[src/rtl/alu_operand_sequencer_pkg.sv]
// Shared types for the ALU operand sequencer: data width, op and state encodings.
// No ports; imported by the sequencer top level.
// The state encoding leaves 2'd3 unused; the FSM recovers from it to LOAD_A.
package alu_pkg;

  localparam int DATA_W = 4;

  typedef enum logic [1:0] {
    OP_ADD = 2'd0,
    OP_SUB = 2'd1,
    OP_AND = 2'd2,
    OP_OR  = 2'd3
  } alu_op_e;

  typedef enum logic [1:0] {
    ST_LOAD_A = 2'd0,
    ST_LOAD_B = 2'd1,
    ST_SHOW   = 2'd2
  } state_e;

  typedef struct packed {
    logic              ovf;
    logic [DATA_W-1:0] res;
  } alu_res_t;

endpackage

[src/rtl/alu_operand_sequencer_btn_conditioner.sv]
// Push-button conditioner: two-flop synchroniser, stability debounce, rising-edge strobe.
// Ports: clk, rst_n (async, active-low), btn_raw (asynchronous bouncing input),
//        press (one-cycle strobe, registered one cycle after the debounced level rises).
module btn_conditioner #(
  parameter int unsigned DEBOUNCE_CYCLES = 50000,
  parameter int          CNT_W           = 16
) (
  input  logic clk,
  input  logic rst_n,
  input  logic btn_raw,
  output logic press
);

  localparam logic [CNT_W-1:0] LP_LAST = CNT_W'(DEBOUNCE_CYCLES - 1);

  logic             r_sync1;
  logic             r_sync2;
  logic             r_level;
  logic             r_level_d;
  logic [CNT_W-1:0] r_cnt;
  logic             r_press;

  always_ff @(posedge clk or negedge rst_n) begin
    if (!rst_n) begin
      r_sync1   <= 1'b0;
      r_sync2   <= 1'b0;
      r_level   <= 1'b0;
      r_level_d <= 1'b0;
      r_cnt     <= '0;
      r_press   <= 1'b0;
    end else begin
      r_sync1   <= btn_raw;
      r_sync2   <= r_sync1;
      r_level_d <= r_level;
      // Only an uninterrupted run of differing samples moves the level.
      if (r_sync2 != r_level) begin
        if (r_cnt == LP_LAST) begin
          r_level <= r_sync2;
          r_cnt   <= '0;
        end else begin
          r_cnt <= r_cnt + 1'b1;
        end
      end else begin
        r_cnt <= '0;
      end
      // Both history flops reset to 0, so reset release cannot fake a rising edge.
      r_press <= r_level & ~r_level_d;
    end
  end

  assign press = r_press;

endmodule

[src/rtl/alu_operand_sequencer.sv]
// Operand sequencer: captures A then B from switches on button presses, shows the 4-bit ALU result.
// Ports: clk, rst_n, sw[3:0], op[1:0], btn_enter (raw) in; disp_w..disp_z (MSB..LSB), ovf,
//        led_a/led_b/led_res out. All outputs registered; the display lags sw by one cycle.
module alu_operand_sequencer
  import alu_pkg::*;
#(
  parameter int unsigned DEBOUNCE_CYCLES = 50000,
  parameter int          CNT_W           = 16
) (
  input  logic              clk,
  input  logic              rst_n,
  input  logic [DATA_W-1:0] sw,
  input  logic [1:0]        op,
  input  logic              btn_enter,
  output logic              disp_w,
  output logic              disp_x,
  output logic              disp_y,
  output logic              disp_z,
  output logic              ovf,
  output logic              led_a,
  output logic              led_b,
  output logic              led_res
);

  function automatic alu_res_t alu_calc(input logic [DATA_W-1:0] a,
                                        input logic [DATA_W-1:0] b,
                                        input alu_op_e           opc);
    alu_res_t          r;
    logic [DATA_W-1:0] s;
    r = '0;
    s = '0;
    case (opc)
      OP_ADD: begin
        s     = a + b;
        r.res = s;
        r.ovf = (a[3] == b[3]) && (s[3] != a[3]);
      end
      OP_SUB: begin
        s     = a + ~b + 4'd1;
        r.res = s;
        r.ovf = (a[3] != b[3]) && (s[3] != a[3]);
      end
      OP_AND:  r.res = a & b;
      default: r.res = a | b;
    endcase
    return r;
  endfunction

  logic              w_press;
  state_e            r_state;
  state_e            w_state_nxt;
  logic [DATA_W-1:0] r_a;
  logic [DATA_W-1:0] r_b;
  logic [DATA_W-1:0] r_res;
  logic [DATA_W-1:0] r_disp;
  logic              r_ovf;
  logic              r_led_a;
  logic              r_led_b;
  logic              r_led_res;
  logic              w_cap_a;
  logic              w_cap_b;
  logic              w_clr_show;
  logic [DATA_W-1:0] w_b_opnd;
  logic [DATA_W-1:0] w_disp_nxt;
  alu_res_t          w_alu;

  btn_conditioner #(
    .DEBOUNCE_CYCLES(DEBOUNCE_CYCLES),
    .CNT_W          (CNT_W)
  ) u_btn (
    .clk    (clk),
    .rst_n  (rst_n),
    .btn_raw(btn_enter),
    .press  (w_press)
  );

  // Operand B is the live switch value until it has been captured.
  assign w_b_opnd = (r_state == ST_LOAD_B) ? sw : r_b;
  assign w_alu    = alu_calc(r_a, w_b_opnd, alu_op_e'(op));

  always_comb begin
    w_state_nxt = r_state;
    w_cap_a     = 1'b0;
    w_cap_b     = 1'b0;
    w_clr_show  = 1'b0;
    w_disp_nxt  = sw;
    case (r_state)
      ST_LOAD_A: begin
        if (w_press) begin
          w_state_nxt = ST_LOAD_B;
          w_cap_a     = 1'b1;
        end
      end
      ST_LOAD_B: begin
        if (w_press) begin
          w_state_nxt = ST_SHOW;
          w_cap_b     = 1'b1;
        end
      end
      ST_SHOW: begin
        if (w_press) begin
          w_state_nxt = ST_LOAD_A;
          w_clr_show  = 1'b1;
        end
      end
      default: w_state_nxt = ST_LOAD_A;
    endcase
    // Display follows the state being entered so the result is visible in the first SHOW cycle.
    if (w_state_nxt == ST_SHOW) begin
      w_disp_nxt = w_cap_b ? w_alu.res : r_res;
    end
  end

  always_ff @(posedge clk or negedge rst_n) begin
    if (!rst_n) begin
      r_state   <= ST_LOAD_A;
      r_a       <= '0;
      r_b       <= '0;
      r_res     <= '0;
      r_ovf     <= 1'b0;
      r_disp    <= '0;
      r_led_a   <= 1'b1;
      r_led_b   <= 1'b0;
      r_led_res <= 1'b0;
    end else begin
      r_state <= w_state_nxt;
      if (w_cap_a) begin
        r_a <= sw;
      end
      if (w_cap_b) begin
        r_b   <= sw;
        r_res <= w_alu.res;
        r_ovf <= w_alu.ovf;
      end else if (w_clr_show) begin
        r_ovf <= 1'b0;
      end
      r_disp    <= w_disp_nxt;
      r_led_a   <= (w_state_nxt == ST_LOAD_A);
      r_led_b   <= (w_state_nxt == ST_LOAD_B);
      r_led_res <= (w_state_nxt == ST_SHOW);
    end
  end

  assign disp_w  = r_disp[3];
  assign disp_x  = r_disp[2];
  assign disp_y  = r_disp[1];
  assign disp_z  = r_disp[0];
  assign ovf     = r_ovf;
  assign led_a   = r_led_a;
  assign led_b   = r_led_b;
  assign led_res = r_led_res;

endmodule

[config.mk]
export PLATFORM = sky130hd
export DESIGN_NAME = alu_operand_sequencer
export DESIGN_NICKNAME = d
export VERILOG_FILES = /design/src/rtl/alu_operand_sequencer_pkg.sv /design/src/rtl/alu_operand_sequencer_btn_conditioner.sv /design/src/rtl/alu_operand_sequencer.sv
export SDC_FILE = /design/constraint.sdc
export NUM_CORES = 1
export LEC_CHECK = 0
export CAP_MARGIN = 40
export CORE_AREA = 3 3 76 78
export DETAILED_ROUTE_END_ITERATION = 7
export DIE_AREA = 0 0 79 81
export HOLD_SLACK_MARGIN = 0.05
export PLACE_DENSITY = 0.71
export SETUP_SLACK_MARGIN = 0.5
export SYNTH_ARGS = -nofsm -noshare
export SYNTH_HDL_FRONTEND = slang
export SYNTH_SLANG_ARGS = --single-unit
[constraint.sdc]
create_clock -name clk -period 3 [get_ports clk]
set_clock_uncertainty 0.1 [all_clocks]
set_input_delay 0.75 -clock clk [delete_from_list [all_inputs] [get_ports clk]]
set_output_delay 0.75 -clock clk [all_outputs]
set_load 0.005 [all_outputs]
== After elaboration in Yosys (flattened, before gate mapping) ==
Cells that the tools add are included.
Storage, ports and cells
  logic and storage cells: 60
  register bits after elaboration: 43
  input port bits: 9
Cells by class
  reduce and logical (&&, ||, !) cells: 7
  multiplexer cells: 17
  $add $sub $neg: 4
  bitwise operators: 5
  eq/ne operators: 12
Operator list (count)
  16-bit two-way mux: 2
  16-bit by 1-bit adder with 16-bit output (second input constant): 1
  16-bit == test (second input constant): 1
  4-bit two-way mux: 3
  4-bit case mux with 3 select lines: 1
  4-bit adder: 2
  2-bit by 1-bit == test with 1-bit output (second input constant): 3
  2-bit == test (second input constant): 3
  2-bit logical NOT: 3
  1-bit two-way mux: 6
  2-bit two-way mux: 3
  2-bit case mux with 3 select lines: 1
  4-bit by 1-bit adder with 4-bit output (second input constant): 1
  4-bit bitwise AND: 1
  1-bit inequality test: 4
  4-bit NOT: 1
  4-bit OR: 1
  1-bit logical AND: 2
  1-bit case mux with 2 select lines: 1
  2-bit AND reduction: 1
  2-bit nonzero test: 1
  1-bit bitwise AND: 1
  1-bit == test: 1
  1-bit NOT: 1

== Longest topological paths before layout ==
Gate-level depths: netlist of run 1.
  word-level depth: 9
  mapped depth: 11
  mapped depth without buffers: 10

== By module ==
A second synthesis of run 1 with hierarchy kept.
Unflattened totals
  cell total of the unflattened synthesis: 221
  area, all modules: 2354.8 µm²
By module, submodules not included
  alu_operand_sequencer: area an instance 1361.3 µm², instances 1, cells each 135
  btn_conditioner: area an instance 993.5 µm², instances 1, cells each 86

== Worst setup path before layout of run 1 ==
No wires, ideal clock.
  path kind: in2reg
  from: in sw[0]
  to: reg r_disp[1]
  stages on the path: 8
  required time: 2.775 ns
  setup slack: 0.309 ns
  setup time: 0.125 ns
  arrival: 2.466 ns
  cell sequence: mux2_2 -> ha_1 -> inv_1 -> fa_1 -> mux4_2 -> nand2_1 -> nand2_1 -> mux2_2
Between the ends
  cells in the longest elaborated chain, start to end: 7
  elaborated cells on any way between the ends: 8
  those cells by class: add/sub: 3; mux: 4; bitwise: 1
RTL lines
  from (decl): RTL line alu_operand_sequencer.sv:12  | input logic [DATA_W-1:0] sw,
  4-bit two-way mux (*): RTL line alu_operand_sequencer.sv:78  | assign w_b_opnd = (r_state == ST_LOAD_B) ? sw : r_b;
  4-bit NOT: RTL line alu_operand_sequencer.sv:39  | s = a + ~b + 4'd1;
  4-bit adder: RTL line alu_operand_sequencer.sv:39
  4-bit by 1-bit adder with 4-bit output: RTL line alu_operand_sequencer.sv:39
  4-bit case mux with 3 select lines (*): RTL line alu_operand_sequencer.sv:32  | case (opc)
  4-bit two-way mux (*)
  4-bit two-way mux (*): RTL line alu_operand_sequencer.sv:109  | if (w_state_nxt == ST_SHOW) begin
  via w_disp_nxt[1]: RTL line alu_operand_sequencer.sv:64  | logic [DATA_W-1:0] w_disp_nxt;
  to (signal assigned): RTL line alu_operand_sequencer.sv:137  | r_disp <= w_disp_nxt;
  to (decl): RTL line alu_operand_sequencer.sv:55  | logic [DATA_W-1:0] r_disp;
The timed path passes the listed nets; every way through them passes the cells marked *.
A chain may end at the register's enable or synchronous reset.

== Worst setup path in the final report of run 1 ==
  from: reg r_state[1]
  to: reg r_disp[1]
Between the ends
  cells in the longest elaborated chain, start to end: 8
  elaborated cells on any way between the ends: 19
  those cells by class: add/sub: 3; eq/ne: 3; mux: 9; bitwise: 3; reduce/logical: 1
RTL lines
  from (decl): RTL line alu_operand_sequencer.sv:50  | state_e r_state;
  from (signal assigned): RTL line alu_operand_sequencer.sv:126  | r_state <= w_state_nxt;
  2-bit by 1-bit == test with 1-bit output: RTL line alu_operand_sequencer.sv:78, alu_operand_sequencer.sv:87
  4-bit two-way mux: RTL line alu_operand_sequencer.sv:78
  4-bit NOT: RTL line alu_operand_sequencer.sv:39
  4-bit adder: RTL line alu_operand_sequencer.sv:39
  4-bit by 1-bit adder with 4-bit output: RTL line alu_operand_sequencer.sv:39
  4-bit case mux with 3 select lines: RTL line alu_operand_sequencer.sv:32
  4-bit two-way mux
  4-bit two-way mux (*): RTL line alu_operand_sequencer.sv:109
  via w_disp_nxt[1]: RTL line alu_operand_sequencer.sv:64
Marks and branches as above.

==> impl_metrics.csv, run 1 <==
group,metric,value,unit
global_routing,grt_start_max_net_pins,31,
route,routed_wl,4550,um
synthesis,synth.net_count,251,
flow_run,drv_cap,0,
cells_and_area,post-route-util,0.559,
route,wl_per_cell,13.6,um
cells_and_area,layout-drive-gt1-share,0.215,
placed_design,io_buffers,16,
synthesis,ys_seq_elements,43,
status,outcome,"complete, no violations",
min_path,holdPathStages,0,
route,detail_route.vias_per_cell,4.86,
power_and_ir_drop,cellPowerDensity,412,mW/mm^2
worst_setup_path,start_kind,"flop",
floorplanning,ios,17,
global_routing,overflow,0,
route,wl_met3,131,um
cells_and_area,diodes,0,
route,wl_met2,2170,um
floorplanning,fp.dieW,79,um
synthesis,yosysTopAreaCellShare,0.465,
route,drc,0,
worst_setup_path,worstSetupPathType,"reg -> reg",
global_routing,grt_pass1_wl,7530,um
sta,setup_violations,0,
clock_network,ctsHtreeMaxLevel,2,
sta,worstMarginPinSlew,0.547,ns
floorplanning,die_h,81,um
worst_setup_path,crit_fanout,4,
synthesis,syn_avg_cell_area,9.95,um^2
clock_network,clkSinkCount,43,
floorplanning,design.core.area,0.00514,mm^2
placed_design,gp_congestion,0.782,
synthesis,yosys_warnings,0,
synthesis,synth_top_area_cell,"dfrtp_1",
worst_setup_path,worstSetupEndpointType,"flop",
min_path,min_path_type,"reg -> reg",
sta,fin_crit_sh,0.872,
sta,fin_ws,0.383,ns
route,antenna_left,0,
sta,slew_headroom,0.634,
worst_setup_path,rrSetupSlack,0.38,ns
worst_setup_path,worstReg2RegEnd,"r_disp[1]",
placed_design,dp_hpwl,3030,um
route,dr.max_layer_used,"met4",
clock_network,cts_root_buf,"clkbuf_8",
clock_network,cts_made_buffers,5,
synthesis,synth_top_cells_by_area,"dfrtp_1, ha_1, nand2_1",
clock_network,insertion_delay,0.30,ns
placed_design,pre_cts_slack,-0.198,ns
worst_setup_path,r2r.worst_path.cells,9,
clock_network,cts.clk_slew.worst_paths,0.09,ns
worst_setup_path,cp.arrival,2.70,ns
cells_and_area,fillCellCount,444,
cells_and_area,seq_area,0.00108,mm^2
clock_network,cts_buffer_depth,2,
route,vias,1628,
cells_and_area,nNetsFinal,288,
synthesis,syn_inst,227,
floorplanning,core.rowCount,26,
worst_setup_path,cp.required,3.08,ns
sta,rsz0062_at_grt,"yes",
sta,clock.fmax,382,MHz
global_routing,grt_pass1_vias,1571,
route,drt_first_pass_iters,4,
route,drt_iter0_markers,79,
global_routing,grt_usage,0.152,
min_path,holdPathEnd,"u_btn.r_sync2",
global_routing,antenna_found_initial,0,
synthesis,yosysUniqueCellTypes,33,
worst_setup_path,r2r_start,"r_state[1]",
sta,finalHoldViolCount,0,
sta,drv_slew,0,
cells_and_area,multi_input_area,0.00118,mm^2
cells_and_area,syn_to_final_growth,27.3,%
power_and_ir_drop,power_leakage,1.34,nW
route,m1WireLength,2220,um
floorplanning,start_util,0.439,
synthesis,yosysSeqAreaShare,0.477,
floorplanning,dieArea,0.00640,mm^2
clock_network,cts_tree,"built",
min_path,hold_path_startpoint,"u_btn.r_sync1",
power_and_ir_drop,ir_drop,0.000223,V
synthesis,syn_area,0.00226,mm^2
sta,layout_min_cycle_time,2.62,ns
==> area by class of cell <==
class,count,share of cell area
well taps,70,0.0305
clock buffers,6,0.0253
clock inverters,2,0.0209
repair buffers,36,0.116
inverters,16,0.0226
multi-input cells,162,0.409
flip-flops and latches,43,0.375
==> stage by stage <==
stage	TNS (ns)	hold WS (ns)	cell area [um^2]	instances	total power [mW]
floorplan	0	0.231	2290	227	0.622
global placement	-0.178	0.232	2570	316	0.659
detailed placement	-0.268	0.237	2590	317	0.663
CTS	0	0.255	2820	332	1.19
global route	0	0.262	2870	335	1.22
finish	0	0.253	2870	335	1.18
==> worst max-delay path, stage by stage (launching register included) <==
cell      delay [ns]
dfrtp_1         0.38
nand2b_4        0.17
buf_12          0.14
mux2_4          0.34
inv_6           0.09
fa_1            0.42
mux4_2          0.48
nand2_2         0.09
nand2_2         0.05
mux2_4          0.25
==> flip-flops by register name, summed over array words and instances (netlist names), 2 cells and up <==
register,cells
r_a,4
u_btn.r_cnt,16
r_b,4
r_res,4
r_disp,4
r_state,2
==> logic make-up (layout without fill, tap and decap cells) <==
logic type / Yosys count / in the layout / share of synthesized area
AO/OA/AOI/OAI: 19 / 19 / 0.0510
XOR/XNOR: 21 / 21 / 0.0814
adder cells (fa/ha/maj): 15 / 15 / 0.0898
buffers and inverters: 22 / 60 / 0.0393
flip-flops: 43 / 43 / 0.477
multiplexers: 14 / 14 / 0.0781
AND/OR/NAND/NOR: 93 / 93 / 0.183
==> worst max path at each step <==
stage	startpoint	endpoint	cells past startpoint
finish	r_state[1]	r_disp[1]	9
global route	r_state[1]	r_disp[1]	9
CTS	r_state[1]	r_disp[1]	9
detailed placement	sw[0]	r_disp[1]	9
global placement	sw[0]	r_disp[1]	9
floorplan	sw[0]	r_disp[1]	8
==> timing repair <==
item	in CTS	in global routing
buffers inserted	7	3
pin swaps	11	9
gates resized for setup	13	9
setup endpoints to repair	7	3
cloned	0	0
hold buffers	0	0
==> per-layer routing <==
layer	global-route usage	up-vias
li1	-	811
met1	0.206	782
met2	0.244	31
met3	0.0377	4
met4	0.0447	0
met5	0	-
==> cell usage in the layout, fill, tap and decap left out, types with 6 or more instances in the layout <==
cell | netlist | layout
dfrtp_1 | 42 | 41
nand2_1 | 37 | 35
nor2_1 | 28 | 28
buf_4 | 0 | 15
inv_1 | 16 | 13
clkdlybuf4s50_1 | 0 | 12
xnor2_1 | 11 | 10
xor2_1 | 10 | 10
ha_1 | 13 | 9
nand3_1 | 8 | 8
o21ai_0 | 9 | 8
mux2_2 | 9 | 6
==> where the power goes <==
group	internal [mW]	total (mW)	switching (mW)
Sequential	0.586	0.591	0.00464
Clock	0.333	0.535	0.202
Combinational	0.0279	0.0589	0.0310
==> synth_stat cells <==
master	instances
xnor2_1	11
nand2b_1	1
nor2b_1	1
nand2b_4	1
fa_1	2
a2bb2oi_1	1
o211ai_1	1
o21ai_2	1
inv_1	16
dfstp_2	1
and2_1	1
buf_2	5
o22ai_1	1
mux4_2	2
and3_1	5
nor4b_1	1
nand4_1	5
o21a_1	1
nand3_1	8
nand2_1	37
or2_2	1
clkbuf_1	1
nor2_1	28
ha_1	13
a21oi_1	3
mux2_2	9
mux2i_1	3
xor2_1	10
nor3_1	4
dfrtp_1	42
a21o_1	1
a211o_1	1
o21ai_0	9
No activity file was read; power rests on OpenSTA's default activity.
==> run 2, diff against run 1 <==
--- a/config.mk
+++ b/config.mk
@@ -10,7 +10,6 @@
 export DETAILED_ROUTE_END_ITERATION = 7
 export DIE_AREA = 0 0 79 81
 export HOLD_SLACK_MARGIN = 0.05
-export PLACE_DENSITY = 0.71
 export SETUP_SLACK_MARGIN = 0.5
 export SYNTH_ARGS = -nofsm -noshare
 export SYNTH_HDL_FRONTEND = slang
==> impl_metrics.csv, run 2 (synthesis gave the netlist of run 1 again) <==
group,metric,value,unit
status,outcome,"complete, no violations",
clock_network,cts.clk_slew.worst_paths,0.08,ns
cells_and_area,top_register,"u_btn.r_cnt",
sta,clock.fmax,393,MHz
route,drt_first_pass_iters,4,
power_and_ir_drop,cellPowerDensity,374,mW/mm^2
cells_and_area,layout_common_cells,"dfrtp_1, nand2_1, nor2_1",
global_routing,grt_usage,0.149,
worst_setup_path,cp.required,3.08,ns
min_path,min_path_type,"reg -> reg",
worst_setup_path,start_kind,"flop",
placed_design,dpl-instance-area,0.00262,mm^2
worst_setup_path,cp_num_buf_inv,1,
route,drt_iter0_markers,81,
sta,worstMarginPinSlew,0.524,ns
sta,fin_crit_sh,0.848,
cells_and_area,syn_to_final_growth,23.7,%
cells_and_area,layout-drive-gt1-share,0.205,
cells_and_area,design_area,0.00279,mm^2
clock_network,ctsHtreeMaxLevel,2,
worst_setup_path,crit_family,"multiplexers",
worst_setup_path,crit_fanout,3,
cells_and_area,nNetsFinal,282,
sta,rsz0062_at_grt,"yes",
placed_design,dpl.cell_count,320,
worst_setup_path,worstSetupPathType,"reg -> reg",
worst_setup_path,crit_path_cell_trace,"nand2b_4 > mux2_4 > ha_4 > inv_2 > fa_1 > mux4_2 > nand2_2 > nand2_2 > mux2_4",
floorplanning,start_util,0.439,
clock_network,cts_made_buffers,5,
floorplanning,design.core.area,0.00514,mm^2
global_routing,grt_pass1_wl,7300,um
cells_and_area,diodes,0,
worst_setup_path,slowest_stage,"mux4_2",
cells_and_area,final_common_cell,"dfrtp_1",
power_and_ir_drop,power,1.04,mW
sta,layout_min_cycle_time,2.54,ns
global_routing,grt_start_max_net_pins,27,
cells_and_area,finalNonFillerCells,329,
clock_network,cts_hold_buffers,0,
sta,drv_slew,0,
power_and_ir_drop,power_leakage,1.29,nW
route,wl_per_cell,12.7,um
route,routed_wl,4170,um
power_and_ir_drop,ir_drop,0.000281,V
route,drc,0,
worst_setup_path,timing.critical_path.slowest_cell_delay,0.46,ns
global_routing,antenna_found_initial,0,
placed_design,gp_congestion,0.783,
sta,fin_ws,0.455,ns
route,vias,1572,
floorplanning,die_h,81,um
placed_design,dp_hpwl,3070,um
clock_network,insertion_delay,0.29,ns
sta,finalHoldViolCount,0,
worst_setup_path,worstSetupEndpointType,"flop",
floorplanning,dieArea,0.00640,mm^2
worst_setup_path,cp.arrival,2.62,ns
floorplanning,fp.dieW,79,um
clock_network,clkSinkCount,43,
clock_network,cts_buffer_depth,2,
route,detail_route.vias_per_cell,4.78,
floorplanning,core.rowCount,26,
global_routing,grt_pass1_vias,1543,
route,antenna_left,0,
floorplanning,ios,17,
cells_and_area,largest_reg_flops,16,
sta,setup_violations,0,
flow_run,drv_cap,0,
placed_design,io_buffers,16,
cells_and_area,fillCellCount,491,
clock_network,cts_root_buf,"clkbuf_8",
placed_design,pre_cts_slack,-0.171,ns
sta,slew_headroom,0.650,
global_routing,overflow,0,
clock_network,cts_tree,"built",
run 2: changes by cell type in the layout (fill, tap and decap cells not counted), sizes merged:
cell           previous run  this run
clkdlybuf4s15             0         1
dlygate4sd2               2         1
clkbuf                    6         8
bufinv                    2         0
buf                      22        16
run 2: final cells by class:
class | instances | area, um^2 | area share
multi-input cells | 162 | 1200 | 0.429
repair buffers | 30 | 268 | 0.0959
flip-flops and latches | 43 | 1080 | 0.386
clock buffers | 8 | 100 | 0.0358
inverters | 16 | 62.6 | 0.0224
well taps | 70 | 87.6 | 0.0314
run 2: layer usage:
layer  vias up  track usage  routed length [um]
met2        26        0.223                1800
met5         -            0                   0
met4         0       0.0464                  25
met1       742        0.214                2180
met3         3       0.0344                 168
li1        801            -                   -
run 2: report_power, final:
part	internal, mW	leakage, nW	total, mW	switching (mW)
combinational	0.0283	0.724	0.0583	0.0300
sequential	0.586	0.518	0.591	0.00481
clock	0.210	0.0515	0.395	0.185
total	0.825	1.29	1.04	0.219
run 2: path summary, 6_finish.rpt:
path | endpoint | cells after the start | slack, ns | startpoint
max | r_disp[1] | 9 | 0.46 | r_state[1]
min | u_btn.r_sync2 | 0 | 0.26 | u_btn.r_sync1
max reg2reg | r_disp[1] | 9 | 0.46 | r_state[1]
min reg2reg | u_btn.r_sync2 | 0 | 0.26 | u_btn.r_sync1
max in group asynchronous | u_btn.r_cnt[0] | 2 | 2.04 | rst_n
min in group asynchronous | r_disp[3] | 1 | 0.28 | rst_n
run 2: repair_timing:
action                                 4_1_cts  5_1_grt
cloned                                       0        0
setup buffers                                1        0
pin swaps                                    8        4
gates resized for setup                     16        5
endpoints found under the hold margin        0        0
setup endpoints to repair                    8        3
run 2: stage by stage:
step           hold WS (ns)  TNS [ns]  utilization
6_report              0.257         0        0.543
5_1_grt               0.269         0        0.543
3_3_place_gp          0.234    -0.185        0.505
2_1_floorplan         0.231         0            -
4_1_cts               0.256         0        0.539
3_5_place_dp          0.237    -0.232        0.509
